[config.mk]
export PLATFORM = sky130hd
export DESIGN_NAME = turn_sequencer
export DESIGN_NICKNAME = d
export VERILOG_FILES = /design/src/rtl/turn_sequencer_pkg.sv /design/src/rtl/turn_sequencer_pwm_gen.sv /design/src/rtl/turn_sequencer.sv
export SDC_FILE = /design/constraint.sdc
export NUM_CORES = 1
export LEC_CHECK = 0
export BUFFER_PORTS_ARGS = -buffer_cell sky130_fd_sc_hd__clkbuf_2
export CAP_MARGIN = 20
export CELL_PAD_IN_SITES_DETAIL_PLACEMENT = 0
export CELL_PAD_IN_SITES_GLOBAL_PLACEMENT = 1
export CORE_MARGIN = 3
export CORE_UTILIZATION = 42
export DETAILED_ROUTE_END_ITERATION = 12
export HOLD_SLACK_MARGIN = 0.12
export PLACE_DENSITY = 0.76
export SYNTH_ARGS = -nofsm -noshare
export SYNTH_HDL_FRONTEND = slang
export SYNTH_SLANG_ARGS = --single-unit
[constraint.sdc]
create_clock -name clk -period 3.72 [get_ports clk]
set_input_delay 0.186 -clock clk [delete_from_list [all_inputs] [get_ports clk]]
set_output_delay 0.186 -clock clk [all_outputs]
set_load 0.01 [all_outputs]
[src/rtl/turn_sequencer_pkg.sv]
// Shared definitions for the turn sequencer: DIR code fields, controller
// states and the nominal motor duty levels (scaled for an 8-bit PWM counter).
package turn_seq_pkg;

    typedef enum logic [2:0] {
        ST_IDLE   = 3'd0,
        ST_RUN    = 3'd1,
        ST_PIVOT  = 3'd2,
        ST_SETTLE = 3'd3,
        ST_HALT   = 3'd4
    } state_t;

    // DIR = {turn[1:0], grade[1:0]}
    localparam logic [1:0] TURN_NONE    = 2'b00;
    localparam logic [1:0] TURN_LEFT    = 2'b01;
    localparam logic [1:0] TURN_RIGHT   = 2'b10;
    localparam logic [1:0] TURN_BOTH    = 2'b11;

    localparam logic [1:0] GRADE_NONE   = 2'b00;
    localparam logic [1:0] GRADE_VEER   = 2'b01;
    localparam logic [1:0] GRADE_HARD   = 2'b10;
    localparam logic [1:0] GRADE_NINETY = 2'b11;

    localparam logic [3:0] DIR_PROCEED  = 4'b0000;
    localparam logic [3:0] DIR_STOP     = 4'b1111;

    localparam int DUTY_FULL  = 200;
    localparam int DUTY_VEER  = 120;
    localparam int DUTY_HARD  = 40;
    localparam int DUTY_PIVOT = 160;

    // A grade without a turn side, or both sides with anything but the
    // ninety grade (which is the stop code), has no meaning.
    function automatic logic dir_defined(input logic [3:0] dir);
        logic no_side_graded;
        logic both_not_stop;
        no_side_graded = (dir[3:2] == TURN_NONE) && (dir[1:0] != GRADE_NONE);
        both_not_stop  = (dir[3:2] == TURN_BOTH) && (dir[1:0] != GRADE_NINETY);
        dir_defined    = !(no_side_graded || both_not_stop);
    endfunction

endpackage

[src/rtl/turn_sequencer_pwm_gen.sv]
// One motor PWM channel: free-running counter, duty/reverse loaded only at
// the period wrap, compare output. With TURN_SEQ_RAMP_EN defined the applied
// duty climbs toward the target by at most RAMP_STEP per period.
module pwm_gen
    import turn_seq_pkg::*;
#(
    parameter int PWM_BITS  = 8,
    parameter int RAMP_STEP = 8
) (
    input  logic                clk,
    input  logic                rst,
    input  logic [PWM_BITS-1:0] target,
    input  logic                rev_target,
    output logic                pwm,
    output logic                rev
);

`ifdef TURN_SEQ_RAMP_EN
    localparam bit RAMP_EN = 1'b1;
`else
    localparam bit RAMP_EN = 1'b0;
`endif

    localparam logic [PWM_BITS:0] STEP_EXT = (PWM_BITS+1)'(RAMP_STEP);

    logic [PWM_BITS-1:0] cnt;
    logic [PWM_BITS-1:0] duty;
    logic [PWM_BITS-1:0] duty_next;
    logic                wrap;

    // Rising targets are approached in bounded steps; falling ones are taken at once.
    function automatic logic [PWM_BITS-1:0] ramp_toward(input logic [PWM_BITS-1:0] cur,
                                                        input logic [PWM_BITS-1:0] tgt);
        logic [PWM_BITS:0] stepped;
        stepped = {1'b0, cur} + STEP_EXT;
        if ((tgt <= cur) || (stepped >= {1'b0, tgt}))
            ramp_toward = tgt;
        else
            ramp_toward = stepped[PWM_BITS-1:0];
    endfunction

    assign wrap      = (cnt == {PWM_BITS{1'b1}});
    assign duty_next = RAMP_EN ? ramp_toward(duty, target) : target;

    // Counter runs freely; duty and reverse select change only as it wraps to 0.
    always_ff @(posedge clk or posedge rst) begin
        if (rst) begin
            cnt  <= '0;
            duty <= '0;
            rev  <= 1'b0;
        end else begin
            cnt <= cnt + 1'b1;
            if (wrap) begin
                duty <= duty_next;
                rev  <= rev_target;
            end
        end
    end

    assign pwm = (cnt < duty);

endmodule

[src/rtl/turn_sequencer.sv]
// Turn sequencer: decodes the DIR command into per-motor duty targets,
// sequences 90-degree pivots (pivot then settle), and halts on stop or
// malformed codes. Optional feature macro: TURN_SEQ_RAMP_EN (duty ramping
// inside pwm_gen).
module turn_sequencer
    import turn_seq_pkg::*;
#(
    parameter int PWM_BITS     = 8,
    parameter int PIVOT_TICKS  = 25_000_000,
    parameter int SETTLE_TICKS = 12_500_000,
    parameter int RAMP_STEP    = 8
) (
    input  logic       clk,
    input  logic       rst,
    input  logic       enable,
    input  logic [3:0] DIR,
    output logic       left_pwm,
    output logic       right_pwm,
    output logic       left_rev,
    output logic       right_rev,
    output logic       busy,
    output logic       halted
);

    localparam int TICK_MAX = (PIVOT_TICKS > SETTLE_TICKS) ? PIVOT_TICKS : SETTLE_TICKS;
    localparam int TICK_W   = $clog2(TICK_MAX + 1);

    localparam logic [PWM_BITS-1:0] D_FULL  = PWM_BITS'(DUTY_FULL);
    localparam logic [PWM_BITS-1:0] D_VEER  = PWM_BITS'(DUTY_VEER);
    localparam logic [PWM_BITS-1:0] D_HARD  = PWM_BITS'(DUTY_HARD);
    localparam logic [PWM_BITS-1:0] D_PIVOT = PWM_BITS'(DUTY_PIVOT);

    localparam logic [TICK_W-1:0] PIVOT_LAST  = TICK_W'(PIVOT_TICKS - 1);
    localparam logic [TICK_W-1:0] SETTLE_LAST = TICK_W'(SETTLE_TICKS - 1);

    state_t              state;
    state_t              state_n;
    logic [TICK_W-1:0]   tick;
    logic                pivot_left;
    logic                dir_ok;
    logic                dir_stop;
    logic [PWM_BITS-1:0] tgt_l;
    logic [PWM_BITS-1:0] tgt_r;
    logic                rev_tgt_l;
    logic                rev_tgt_r;
    logic                pwm_l_raw;
    logic                pwm_r_raw;
    logic                rev_l_raw;
    logic                rev_r_raw;
    logic                active;

    // Tick count holds at its ceiling instead of wrapping.
    function automatic logic [TICK_W-1:0] sat_inc(input logic [TICK_W-1:0] v);
        sat_inc = (v == {TICK_W{1'b1}}) ? v : v + 1'b1;
    endfunction

    assign dir_ok   = dir_defined(DIR);
    assign dir_stop = (DIR == DIR_STOP);

    // State register, dwell counter (cleared on every state change), pivot side latch.
    always_ff @(posedge clk or posedge rst) begin
        if (rst) begin
            state      <= ST_IDLE;
            tick       <= '0;
            pivot_left <= 1'b0;
        end else begin
            state <= state_n;
            if (state_n != state)
                tick <= '0;
            else
                tick <= sat_inc(tick);
            if ((state == ST_RUN) && (state_n == ST_PIVOT))
                pivot_left <= (DIR[3:2] == TURN_LEFT);
        end
    end

    // Next state; DIR is only consulted in RUN and HALT, enable low wins over all.
    always_comb begin
        state_n = state;
        unique case (state)
            ST_IDLE:   state_n = ST_RUN;
            ST_RUN: begin
                if (!dir_ok || dir_stop)
                    state_n = ST_HALT;
                else if (DIR[1:0] == GRADE_NINETY)
                    state_n = ST_PIVOT;
            end
            ST_PIVOT:  if (tick == PIVOT_LAST)  state_n = ST_SETTLE;
            ST_SETTLE: if (tick == SETTLE_LAST) state_n = ST_RUN;
            ST_HALT:   if (dir_ok && !dir_stop) state_n = ST_RUN;
            default:   state_n = ST_IDLE;
        endcase
        if (!enable)
            state_n = ST_IDLE;
    end

    // Per-cycle duty and reverse targets; pwm_gen samples them at the period wrap.
    always_comb begin
        tgt_l     = '0;
        tgt_r     = '0;
        rev_tgt_l = 1'b0;
        rev_tgt_r = 1'b0;
        unique case (state)
            ST_RUN: begin
                tgt_l = D_FULL;
                tgt_r = D_FULL;
                if (DIR[1:0] == GRADE_VEER) begin
                    if (DIR[3:2] == TURN_RIGHT) tgt_r = D_VEER;
                    if (DIR[3:2] == TURN_LEFT)  tgt_l = D_VEER;
                end else if (DIR[1:0] == GRADE_HARD) begin
                    if (DIR[3:2] == TURN_RIGHT) tgt_r = D_HARD;
                    if (DIR[3:2] == TURN_LEFT)  tgt_l = D_HARD;
                end
            end
            ST_PIVOT: begin
                tgt_l     = D_PIVOT;
                tgt_r     = D_PIVOT;
                rev_tgt_l = pivot_left;
                rev_tgt_r = !pivot_left;
            end
            ST_SETTLE: begin
                tgt_l = D_FULL;
                tgt_r = D_FULL;
            end
            default: ;
        endcase
    end

    pwm_gen #(
        .PWM_BITS  (PWM_BITS),
        .RAMP_STEP (RAMP_STEP)
    ) u_pwm_left (
        .clk        (clk),
        .rst        (rst),
        .target     (tgt_l),
        .rev_target (rev_tgt_l),
        .pwm        (pwm_l_raw),
        .rev        (rev_l_raw)
    );

    pwm_gen #(
        .PWM_BITS  (PWM_BITS),
        .RAMP_STEP (RAMP_STEP)
    ) u_pwm_right (
        .clk        (clk),
        .rst        (rst),
        .target     (tgt_r),
        .rev_target (rev_tgt_r),
        .pwm        (pwm_r_raw),
        .rev        (rev_r_raw)
    );

    // Motors are silenced immediately in IDLE and HALT, not at the next period.
    assign active    = (state == ST_RUN) || (state == ST_PIVOT) || (state == ST_SETTLE);
    assign left_pwm  = pwm_l_raw & active;
    assign right_pwm = pwm_r_raw & active;
    assign left_rev  = rev_l_raw & active;
    assign right_rev = rev_r_raw & active;
    assign busy      = (state == ST_PIVOT) || (state == ST_SETTLE);
    assign halted    = (state == ST_HALT);

endmodule
# Word-level counts from Yosys, hierarchy flattened
# Cells that the tools add are included.
# W data, S select, Z words.
[totals]
reg_bits = 63
word_cells = 74
[op_classes]
add_sub_neg = 3
eq_ne = 20
reduce_logical = 15
n_lt_le_gt_ge = 2
n_mux = 21
bitwise = 4
[op_table]
columns = ["cell", "n"]
rows = [
  ["$mux W8", 8],
  ["$eq A25 B25 Y1 const B", 2],
  ["$mux W25", 2],
  ["$pmux W8 S3", 2],
  ["$add A25 B1 Y25 const B", 1],
  ["$eq A25 B24 Y1 const B", 1],
  ["$mux W3", 6],
  ["$add A8 B1 Y8 const B", 2],
  ["$eq A8 B8 Y1 const B", 2],
  ["$lt A8 B8 Y1", 2],
  ["$pmux W3 S5", 1],
  ["$eq A3 B2 Y1 const B", 3],
  ["$eq A2 B2 Y1 const B", 4],
  ["$logic_or A1 B1 Y1", 5],
  ["$and A1 B1 Y1", 4],
  ["$eq A2 B1 Y1 const B", 2],
  ["$eq A4 B4 Y1 const B", 1],
  ["$logic_and A1 B1 Y1", 4],
  ["$ne A2 B2 Y1 const B", 2],
  ["$eq A3 B1 Y1 const B", 1],
  ["$eq A3 B3 Y1 const B", 1],
  ["$logic_not A1 Y1", 3],
  ["$logic_not A3 Y1", 1],
  ["$ne A3 B3 Y1", 1],
  ["other kinds (3)", 4],
]

# Longest topological paths before layout
# Gate-level depths: netlist of the first run.
[depth]
word_depth = 10
ltp_mapped = 9
ltp_nobuf = 7

# Cells and area by module
# Synthesis of the first run repeated with hierarchy kept, for this count alone.
[hier_totals]
cells_unflattened = 367
area_unflattened_um2 = 3788.6
[by_module_without_submodules]
columns = ["module", "seq_area_each_um2", "instances", "cells_per_inst", "area_each_um2"]
rows = [
  ["turn_sequencer", 725.7, 1, 225, 2004.4],
  ["pwm_gen", 425.4, 2, 71, 892.1],
]

# Worst setup path before layout of the first run
# No wires, ideal clock.
[synth_path]
path_kind = "register -> register"
startpoint = "register tick[0]"
endpoint = "register tick[2]"
required_time_ns = 3.599
period_less_slack_ns = 2.151
arrival_ns = 2.030
path_stages_with_launch = 10
setup_ns = 0.121
slack_ns = 1.569
n_path_buf = 2
cell_sequence = "dfrtp_1 -> ha_1 -> and3_1 -> buf_4 -> nand2_1 -> or4_4 -> o2111a_1 -> o21ai_4 -> buf_6 -> nor2_2"
[synth_via]
elab_chain_len = 6
elab_cells_between_ends = 12
classes_between = "add/sub: 1; eq/ne: 5; mux: 6"
[synth_lines]
columns = ["item", "line_no", "rtl"]
rows = [
  ["start, declared", "turn_sequencer.sv:38", "logic [TICK_W-1:0] tick;"],
  ["start signal, assigned", "turn_sequencer.sv:71", "tick <= sat_inc(tick);"],
  ["$eq A25 B24 Y1 or $eq A25 B25 Y1 (tied branches)", "turn_sequencer.sv:89, turn_sequencer.sv:88", ""],
  ["$mux W3, on equally long branches", "turn_sequencer.sv:89, turn_sequencer.sv:88", ""],
  ["$pmux W3 S5", "turn_sequencer.sv:80", "unique case (state)"],
  ["$mux W3", "turn_sequencer.sv:93", "if (!enable)"],
  ["$ne A3 B3 Y1", "turn_sequencer.sv:68", "if (state_n != state)"],
  ["$ne A2 B2 Y1 (no line) or $mux W25 (tied branches)", "--", ""],
]
# Parallel ways exist; a longest one is shown, timed or not. The select of a mux whose other input is x is not followed.
# A chain may end at the register's enable or synchronous reset.

# Worst setup path after layout of the first run
[layout_path]
startpoint = "register tick[0]"
endpoint = "register tick[17]"
# Same word-level chain as after synthesis.

==> flow_summary_export.csv, run 1 <==
group,metric,value,unit
outcome,status,"finished clean",
place,dp_worst_setup_slack,0.912,ns
place,io_buffers,12,
floorplan,design.portCount,13,
synth,synth_fp_nets,335,
finish,layout_common_cells,"57 x dfrtp_1, 28 x nand2_1, 20 x nand3_1, 20 x nor2_2, 19 x xor2_1",
synth,synth_edf_count,0,
setup_path,path_cells,"ha_1 -> and3_1 -> nand2_1 -> or4_4 -> o2111a_1 -> o21ai_4 -> buf_4 -> nor2_2",
synth,synth_ff_type,"dfrtp_1",
synth,yosysWarnings,0,
power,power.switching,0.348,mW
grt,grt_use_total,16.3,%
grt,grt_pass1_vias,2311,
timing,setup_viol,0,
grt,grt-ovfl-total,0,
setup_path,arrival,2.99,ns
route,detail-route-antenna-nets,0,
finish,final_cells,435,
timing,finalCritPeriodShare,74.4,%
place,placed_cell_area,3260,um2
synth,netlist_instances,317,
synth,syn_area,3130,um2
place,place_inst,417,
setup_path,path_max_fanout,20,
setup_path,path_buf_inv,1,
timing,setup_ws,0.951,ns
setup_path,endpoint_kind,"register",
power,clock_power_share,43.1,%
synth,async_reset_ff_share,100,%
clocking,numCtsBuffers,9,
floorplan,start_util,44.5,%
setup_path,start_kind,"register",
setup_path,reg2reg_to,"tick[17]",
timing,whs,0.175,ns
hold_path,hold_path_end,"u_pwm_left.duty[4]",
hold_path,worstHoldStart,"DIR[2]",
clocking,cts_tree,"built",
power,pwr-share-comb,8.8,%
finish,utilization,49.5,%
finish,final_common_cell,"dfrtp_1",
clocking,clockRootBuffer,"clkbuf_8",
power,ir_drop,0.228,mV
route,first_iter_violations,137,
power,internal_power,0.994,mW
setup_path,crit_path_start,"tick[0]",
setup_path,regToRegStartpoint,"tick[0]",
timing,maxSlewViolCount,0,
synth,synth_seq_area_share,45.6,%
grt,antenna_found_initial,0,
route,drt_wl_total,6280,um
place,dp_hpwl,4330,um
floorplan,coreArea,7020,um2
timing,tightest_slew,1.03,ns
timing,relSlewSlack,30.3,%
floorplan,die_h,92.3,um
setup_path,cpPeakStageDelay,0.61,ns
finish,nNetsFinal,352,
floorplan,die_x,92.3,um
timing,finalCriticalPeriod,2.77,ns
power,switching_share,26.0,%
setup_path,crit_type,"register to register",
setup_path,cp_slowest_cell,"o21ai_4",
finish,diodes,0,
timing,grt_setup_unrepaired,"false",
timing,hold_viol,0,
place,routabilityCongestion,0.865,
route,vias,2344,
route,viasPerCell,5.39,
synth,yosys.area.top_type_share,45.6,%
synth,synth_area_leader_cell,"dfrtp_1",
clocking,cts.sinks,57,
grt,grt_max_degree,58,
synth,synth_area_per_cell,9.86,um2
floorplan,die-area,8510,um2
route,post-route-drc-count,0,
clocking,cts-resized-gates,0,
synth,ys_ff_latch,57,
hold_path,hold_class,"primary input to register",
setup_path,worst_r2r_path_depth,8,
finish,area_growth,11.2,%
power,cellLeakagePower,1.58,nW
clocking,clockBufferDepth,2,
power,pwr_density_cell,386,nW/um2
timing,skew,0.00784,ns
flow_run,cap_violations,0,
setup_path,critPathRequiredTime,3.94,ns
floorplan,num_rows,30,
power,finalPower,1.34,mW
synth,synth_cell_type_count,51,
route,drtPass1Iterations,4,
timing,clock.fmax,0.361,GHz
setup_path,critPathTopFamily,"simple AND/OR/NAND/NOR gates",
clocking,htreeDepth,3,
hold_path,hold-path-cell-count,3,
setup_path,rrSetupSlack,0.95,ns
clocking,clock_latency,0.33,ns
power,p_seq_share,48.1,%
route,wire_per_inst,14.4,um
finish,drive_gt1_share,16.8,%
clocking,clkTransAtPathRegs,0.07,ns
grt,grt_pass1_wl,11000,um
synth,synth_area_leaders,"dfrtp_1 46%, xor2_1 5.3%, ha_1 4.4%",
timing,setup_tns,0,ns
finish,final_area,3480,um2
-- Yosys cell counts (2+ instances only) --
cell / count
ha_1: 11
nand2b_1: 4
o2111ai_1: 2
dfrtp_1: 57
nand3_1: 20
nor3_1: 3
nor2_2: 20
nor2b_1: 9
o41ai_1: 2
a21oi_1: 8
nor2_1: 11
and3_1: 11
clkbuf_1: 4
nor4bb_1: 2
and4_1: 6
a21o_1: 2
xnor2_1: 15
nand4_1: 13
buf_2: 3
nand2_1: 28
a211oi_1: 4
o21ai_0: 14
o31ai_1: 3
nor4_1: 2
inv_1: 17
buf_6: 2
xor2_1: 19
a31oi_1: 2
-- power groups by stage --
stage          Sequential, mW  Clock [mW]  Combinational, mW
6_report                0.646       0.578              0.118
3_3_place_gp            0.655           0              0.118
3_5_place_dp            0.657           0              0.119
5_1_grt                 0.647       0.626              0.136
2_1_floorplan           0.649           0             0.0972
4_1_cts                 0.645       0.596              0.122
-- worst reg2reg max path, stage by stage (launching register included) --
cell and delay [ns]:
dfrtp_1 0.40, ha_1 0.20, and3_1 0.31, nand2_1 0.08, or4_4 0.56, o2111a_1 0.17
o21ai_4 0.61, buf_4 0.29, nor2_2 0.05
-- worst max path at each step --
stage / to / slack (ns) / depth (start not counted)
after CTS: tick[17] / 0.91 / 8
after floorplan: tick[2] / 1.57 / 9
after detailed placement: tick[18] / 0.91 / 8
after global routing: tick[17] / 0.77 / 8
final: tick[17] / 0.95 / 8
after global placement: tick[19] / 0.98 / 8
-- sequential cells by signal, summed over array words and instances, names as in the netlist --
register / count
pivot_left: 1
u_pwm_right.rev: 1
tick: 25
u_pwm_left.rev: 1
u_pwm_right.cnt: 8
state: 3
u_pwm_right.duty: 5
u_pwm_left.cnt: 8
u_pwm_left.duty: 5
-- cell families after synthesis --
kind of cell    count (synthesis)  synth area share [%]
compound gates                 47                  10.6
xor+xnor                       34                  9.53
fa+ha+maj                      11                  4.40
buf+inv                        28                  4.08
flops                          57                  45.6
mux                             2                 0.681
simple gates                  138                  25.1
-- repair_timing --
item / in CTS / in global routing
hold endpoints to repair: 58 / 0
hold buffers: 2 / 0
setup buffers: 0 / 0
-- layer usage --
metal	vias up	share of wire (%)	global-route usage [%]
met4	0	2.1	7.55
met3	13	3.8	3.77
met5	-	0	0
met2	49	45	24.9
li1	1151	-	-
met1	1131	49	21.9
-- cell type report --
| class | count | area (um2) |
|---|---|---|
| clock inverters | 5 | 55.1 |
| repair buffers | 16 | 95.1 |
| flip-flops and latches | 57 | 1430 |
| fillers | 673 | 3540 |
| multi-input cells | 232 | 1570 |
| inverters | 18 | 67.6 |
| clock buffers | 11 | 141 |
| well taps | 96 | 120 |
Note: power is estimated with default switching activity, not from simulation.
==> run 2: changes to the inputs <==
--- a/config.mk
+++ b/config.mk
@@ -5,6 +5,7 @@
 export SDC_FILE = /design/constraint.sdc
 export NUM_CORES = 1
 export LEC_CHECK = 0
+export ABC_AREA = 1
 export BUFFER_PORTS_ARGS = -buffer_cell sky130_fd_sc_hd__clkbuf_2
 export CAP_MARGIN = 20
 export CELL_PAD_IN_SITES_DETAIL_PLACEMENT = 0
@@ -13,7 +14,7 @@
 export CORE_UTILIZATION = 42
 export DETAILED_ROUTE_END_ITERATION = 12
 export HOLD_SLACK_MARGIN = 0.12
-export PLACE_DENSITY = 0.76
+export PLACE_DENSITY = 0.82
 export SYNTH_ARGS = -nofsm -noshare
 export SYNTH_HDL_FRONTEND = slang
 export SYNTH_SLANG_ARGS = --single-unit
==> constraint.sdc (replaced) <==
create_clock -name clk -period 2.25 [get_ports clk]
set_input_delay 0.1125 -clock clk [delete_from_list [all_inputs] [get_ports clk]]
set_output_delay 0.1125 -clock clk [all_outputs]
set_load 0.01 [all_outputs]
==> run 2 against run 1 <==
  * Total power is 84% higher
  * Synthesized cell count is 37% higher
  * Worst hold slack worse by 0.017 ns
  * Maximum frequency is 47% higher
  * Critical path type unchanged
  * Largest power group is now clock
  * Combinational power grew to 2.5 times the previous value
  * Critical endpoint is now tick[19]
  * Synthesized area is 9.8% higher
  * Largest cell class unchanged
  * Sequential power is 67% higher
==> flow_summary_export.csv, run 2 <==
group,metric,value,unit
finish,fillCellCount,799,
floorplan,die-area,9290,um2
timing,whs,0.157,ns
grt,antenna_found_initial,0,
outcome,status,"finished clean",
finish,largest_reg_flops,25,
synth,synth_compound_area_share,6.56,%
setup_path,crit_type,"register to register",
synth,synth_seq_area_share,41.5,%
finish,diodes,0,
finish,regArea,1430,um2
timing,setup_tns,0,ns
synth,synthAdderAreaFrac,4.01,%
timing,grt_setup_unrepaired,"false",
synth,synth_top_family_by_area,"simple AND/OR/NAND/NOR gates",
route,drtPass1Iterations,4,
timing,relSlewSlack,55.8,%
synth,async_reset_ff_share,100,%
route,wire_per_inst,12.7,um
synth,synth_area_leader_cell,"dfrtp_1",
synth,synth_fp_nets,452,
finish,drive_gt1_share,18.2,%
clocking,clockRootBuffer,"clkbuf_8",
synth,synth.most_common_cell,"nand2_1",
grt,grt_pass1_wl,12600,um
synth,ys_ff_latch,57,
power,pwr_density_cell,642,nW/um2
synth,synth-xor-area-share,5.61,%
route,drt_wl_total,7150,um
place,dp_hpwl,5320,um
place,routabilityCongestion,0.836,
route,first_iter_violations,135,
finish,layout_common_cells,"80 x nand2_1, 68 x inv_1, 57 x dfrtp_1",
setup_path,arrival,2.15,ns
finish,regMostFlops,"tick",
timing,setup_viol,0,
finish,nNetsFinal,475,
synth,synth_top_cells_by_count,"80 x nand2_1, 69 x inv_1, 57 x dfrtp_1",
route,vias,2748,
clocking,numCtsBuffers,9,
synth,synth_area_leaders,"dfrtp_1 42%, nand2_1 8.7%, inv_1 7.5%",
grt,grt_use_total,17.6,%
clocking,htreeDepth,3,
timing,tightest_slew,0.663,ns
floorplan,coreArea,7850,um2
grt,grt-ovfl-total,0,
setup_path,critPathRequiredTime,2.52,ns
synth,synth_ff_type,"dfrtp_1",
synth,synth_cell_type_count,34,
route,viasPerCell,4.87,
timing,clock.fmax,0.531,GHz
synth,synthSimpleGateAreaFrac,33.2,%
clocking,cts.sinks,57,
timing,finalCriticalPeriod,1.88,ns
floorplan,die_x,96.4,um
timing,hold_viol,0,
synth,synth_area_per_cell,7.91,um2
power,ir_drop,0.382,mV
synth,syn_area,3430,um2
flow_run,cap_violations,0,
synth,synthMuxAreaShare,0,%
clocking,cts-resized-gates,0,
synth,synth_edf_count,0,
timing,maxSlewViolCount,0,
place,io_buffers,12,
floorplan,num_rows,32,
finish,area_growth,12.2,%
floorplan,start_util,43.8,%
setup_path,endpoint_kind,"register",
timing,skew,0.0170,ns
route,detail-route-antenna-nets,0,
clocking,clkTransAtPathRegs,0.08,ns
synth,yosysWarnings,0,
route,post-route-drc-count,0,
timing,finalCritPeriodShare,83.7,%
setup_path,start_kind,"register",
synth,netlist_instances,434,
setup_path,path_max_fanout,23,
synth,yosys.area.top_type_share,41.5,%
grt,grt_pass1_vias,2656,
clocking,clockBufferDepth,2,
clocking,cts_tree,"built",
floorplan,design.portCount,13,
hold_path,hold_class,"primary input to register",
finish,reg_top3,"tick: 25 flops, u_pwm_left.cnt: 8 flops, u_pwm_right.cnt: 8 flops",
floorplan,die_h,96.4,um
finish,multi_input_area,1700,um2
power,cellLeakagePower,1.81,nW
grt,grt_max_degree,32,
finish,final_common_cell,"nand2_1",
clocking,clock_latency,0.35,ns
[run 2: cell types whose count changed after synthesis, sizes merged, moves of 4 or more]
cell    before  now
nand3       20   39
a21oi        8   13
nand2       28   94
nand2b       4    0
and3        11    0
a211oi       5    1
nor3         3   15
nor2        31   67
and4         6    0
nor2b        9    0
inv         17   73
xnor2       15    3
[run 2: report_power, final]
part           total [mW]  leakage (nW)  internal [mW]  switching, mW
Combinational       0.297         0.976         0.0879          0.209
Sequential           1.08         0.725           1.05         0.0269
Clock                1.09         0.106          0.632          0.463
[run 2: routing by layer]
layer / up-vias / global-route usage, % / routed length [um]
li1: 1424 / - / -
met5: - / 0 / 0
met4: 0 / 5.96 / 97
met3: 10 / 3.95 / 258
met1: 1278 / 23.6 / 3540
met2: 36 / 28.1 / 3260
[run 2: final timing paths]
path | cells after the start | slack, ns | to | startpoint
worst max register to register | 13 | 0.37 | tick[19] | tick[0]
max in group asynchronous | 4 | 1.20 | u_pwm_right.duty[3] | rst
worst min-delay path | 5 | 0.16 | pivot_left | DIR[2]
worst max-delay path | 13 | 0.37 | tick[19] | tick[0]
min in group asynchronous | 3 | 0.39 | tick[3] | rst
worst min register to register | 1 | 0.45 | u_pwm_right.cnt[0] | u_pwm_right.cnt[0]
[run 2: worst max-delay path: stages, from the launching register on]
cell	delay, ns
dfrtp_1	0.39
ha_1	0.19
inv_1	0.05
nor2_2	0.14
nand2_1	0.08
nor2_1	0.11
nand2_1	0.07
nand2_1	0.07
nand2_2	0.06
nand2_2	0.07
nand2_1	0.06
nand2_2	0.11
nand2_4	0.21
nor2_1	0.17
[run 2: layout make-up]
| cell class | count | share of cell area (%) |
|---|---|---|
| Clock buffer | 9 | 3.22 |
| Inverter | 73 | 7.12 |
| Clock inverter | 7 | 2.63 |
| Tap cell | 102 | 3.31 |
| Sequential cell | 57 | 37.0 |
| Multi-Input combinational cell | 299 | 44.0 |
| Timing Repair Buffer | 17 | 2.66 |
[run 2: timing repair]
action                                  CTS  global route
endpoints found under the setup margin    0             0
setup buffers                             0             0
hold endpoints to repair                 32             0
hold buffers                              2             0
[run 2: logic make-up after synthesis]
group           after synthesis
xor+xnor                     22
fa+ha+maj                    11
compound gates               37
buf+inv                      78
simple gates                229
flops                        57
[run 2: stage by stage]
step                worst slack, ns  power (mW)  instance area (um2)  utilization, %  std cells
floorplan                     0.596        1.34                 3430               -        434
global placement              0.414        1.40                 3610            46.0        546
detailed placement            0.377        1.40                 3610            46.0        546
CTS                           0.355        2.51                 3850            49.1        564
global route                  0.107        2.59                 3850            49.1        564
finish                        0.366        2.47                 3850            49.1        564
==> run 3: changes to the inputs <==
==> constraint.sdc (replaced) <==
create_clock -name clk -period 1.7 [get_ports clk]
set_input_delay 0.085 -clock clk [delete_from_list [all_inputs] [get_ports clk]]
set_output_delay 0.085 -clock clk [all_outputs]
set_load 0.01 [all_outputs]
==> run 3 against run 2 <==
  * Global-route usage is 1.4 points higher
  * Sequential cell count stayed put
  * Register-to-register slack worse by 0.39 ns
  * Critical endpoint is now tick[12]
  * Maximum frequency is 9.5% higher
  * Highest routed layer unchanged
  * The flow now finishes with violations (setup timing)
  * Cell count is 11% higher
  * Setup slack worse by 0.39 ns
==> flow_summary_export.csv, run 3 (synthesis gave the netlist of run 2 again) <==
group,metric,value,unit
outcome,status,"finished with violations",
outcome,violations,"setup timing",
clocking,clockRootBuffer,"clkbuf_8",
finish,layout_common_cells,"69 x nand2_1, 62 x inv_1, 58 x buf_4",
finish,final_common_cell,"nand2_1",
setup_path,arrival,1.95,ns
finish,final_cells,624,
clocking,clock_latency,0.34,ns
timing,setup_tns,-0.0456,ns
route,detail-route-antenna-nets,0,
power,ir_drop,0.405,mV
finish,regMostFlops,"tick",
timing,tightest_slew,0.507,ns
finish,drive_gt1_share,39.3,%
clocking,cts.sinks,57,
timing,maxSlewViolCount,0,
floorplan,start_util,43.8,%
clocking,clkTransAtPathRegs,0.07,ns
grt,grt_use_total,19.0,%
route,first_iter_violations,86,
finish,largest_reg_flops,25,
floorplan,die_h,96.4,um
timing,clock.fmax,0.581,GHz
place,io_buffers,12,
grt,grt-ovfl-total,0,
timing,relSlewSlack,66.2,%
place,dp_hpwl,5780,um
floorplan,coreArea,7850,um2
setup_path,rrSetupSlack,-0.02,ns
timing,skew,0.00986,ns
finish,nNetsFinal,535,
clocking,numCtsBuffers,9,
power,pwr_density_cell,756,nW/um2
power,cellLeakagePower,2.16,nW
grt,grt_pass1_wl,13700,um
timing,finalCritPeriodShare,101,%
setup_path,critPathRequiredTime,1.93,ns
timing,grt_setup_unrepaired,"true",
clocking,htreeDepth,3,
floorplan,die_x,96.4,um
finish,area_growth,35.4,%
grt,grt_pass1_vias,3023,
route,viasPerCell,4.96,
timing,setup_viol,5,
floorplan,die-area,9290,um2
route,drtPass1Iterations,4,
route,vias,3095,
grt,antenna_found_initial,0,
timing,setup_ws,-0.0206,ns
power,finalPower,3.52,mW
finish,fillCellCount,714,
setup_path,worst_r2r_path_depth,10,
route,wire_per_inst,13.1,um
route,post-route-drc-count,0,
floorplan,design.portCount,13,
setup_path,start_kind,"register",
hold_path,hold_class,"primary input to register",
clocking,cts_tree,"built",
setup_path,endpoint_kind,"register",
clocking,clockBufferDepth,2,
floorplan,num_rows,32,
finish,diodes,0,
route,drt_wl_total,8170,um
flow_run,cap_violations,0,
place,place_inst,587,
setup_path,path_max_fanout,8,
grt,grt_max_degree,23,
timing,finalCriticalPeriod,1.72,ns
timing,hold_viol,0,
setup_path,crit_type,"register to register",
place,routabilityCongestion,0.809,
finish,reg_top3,"tick: 25 flops, u_pwm_left.cnt: 8 flops, u_pwm_right.cnt: 8 flops",
hold_path,hold-path-cell-count,4,
-- run 3: cell count changes in the layout (fill, tap and decap cells not counted), sizes merged --
cell,change
buf,+62
clkinv,+2
clkinvlp,-2
inv,-2
-- run 3: worst max-delay path, cell delays in order, from the launching register on --
cell	delay, ns
dfrtp_1	0.36
ha_2	0.19
inv_2	0.04
nor2_4	0.10
nand2_2	0.08
nor2_4	0.11
nand2_4	0.08
a31oi_4	0.29
nand2_1	0.12
xor2_1	0.18
nor2_2	0.05
-- run 3: routing by layer --
layer	share of wire [%]	track usage, %
met2	50	31.7
met5	0	0
met1	45	24.5
met3	4.1	4.80
met4	1.1	5.14
-- run 3: final timing paths --
| kind | from | to |
|---|---|---|
| worst min register to register | u_pwm_right.cnt[0] | u_pwm_right.cnt[0] |
| min in group asynchronous | rst | tick[14] |
| worst max register to register | tick[1] | tick[12] |
| worst min-delay path | DIR[1] | u_pwm_left.duty[4] |
| worst max-delay path | tick[1] | tick[12] |
| max in group asynchronous | rst | tick[2] |
-- run 3: area by class of cell --
type	instances	area (um2)	area share (%)
clock buffer	11	141	3.04
inverter	73	274	5.90
clock inverter	5	78.8	1.70
tap	102	128	2.75
sequential	57	1430	30.8
multi-input combinational	299	1990	42.8
timing repair buffer	77	607	13.1
-- run 3: power by group --
| group | internal, mW | switching [mW] |
|---|---|---|
| Clock | 0.863 | 0.567 |
| Sequential | 1.40 | 0.0339 |
| Combinational | 0.280 | 0.373 |
-- run 3: through the flow --
| stage | util, % | hold WS (ns) | instance area, um2 | worst slack (ns) |
|---|---|---|---|---|
| floorplan | - | 0.189 | 3430 | 0.0456 |
| global placement | 50.4 | 0.126 | 3950 | -0.0344 |
| detailed placement | 50.4 | 0.131 | 3950 | -0.0762 |
| CTS | 54.7 | 0.137 | 4290 | -0.0503 |
| global route | 59.2 | 0.174 | 4650 | -0.149 |
| finish | 59.2 | 0.165 | 4650 | -0.0206 |
-- run 3: what timing repair did --
action,in CTS,in global routing
hold buffers,2,0
setup buffers,5,14
pin swaps,6,22
resized for setup,16,63
endpoints found under the setup margin,27,29
endpoints found under the hold margin,20,0
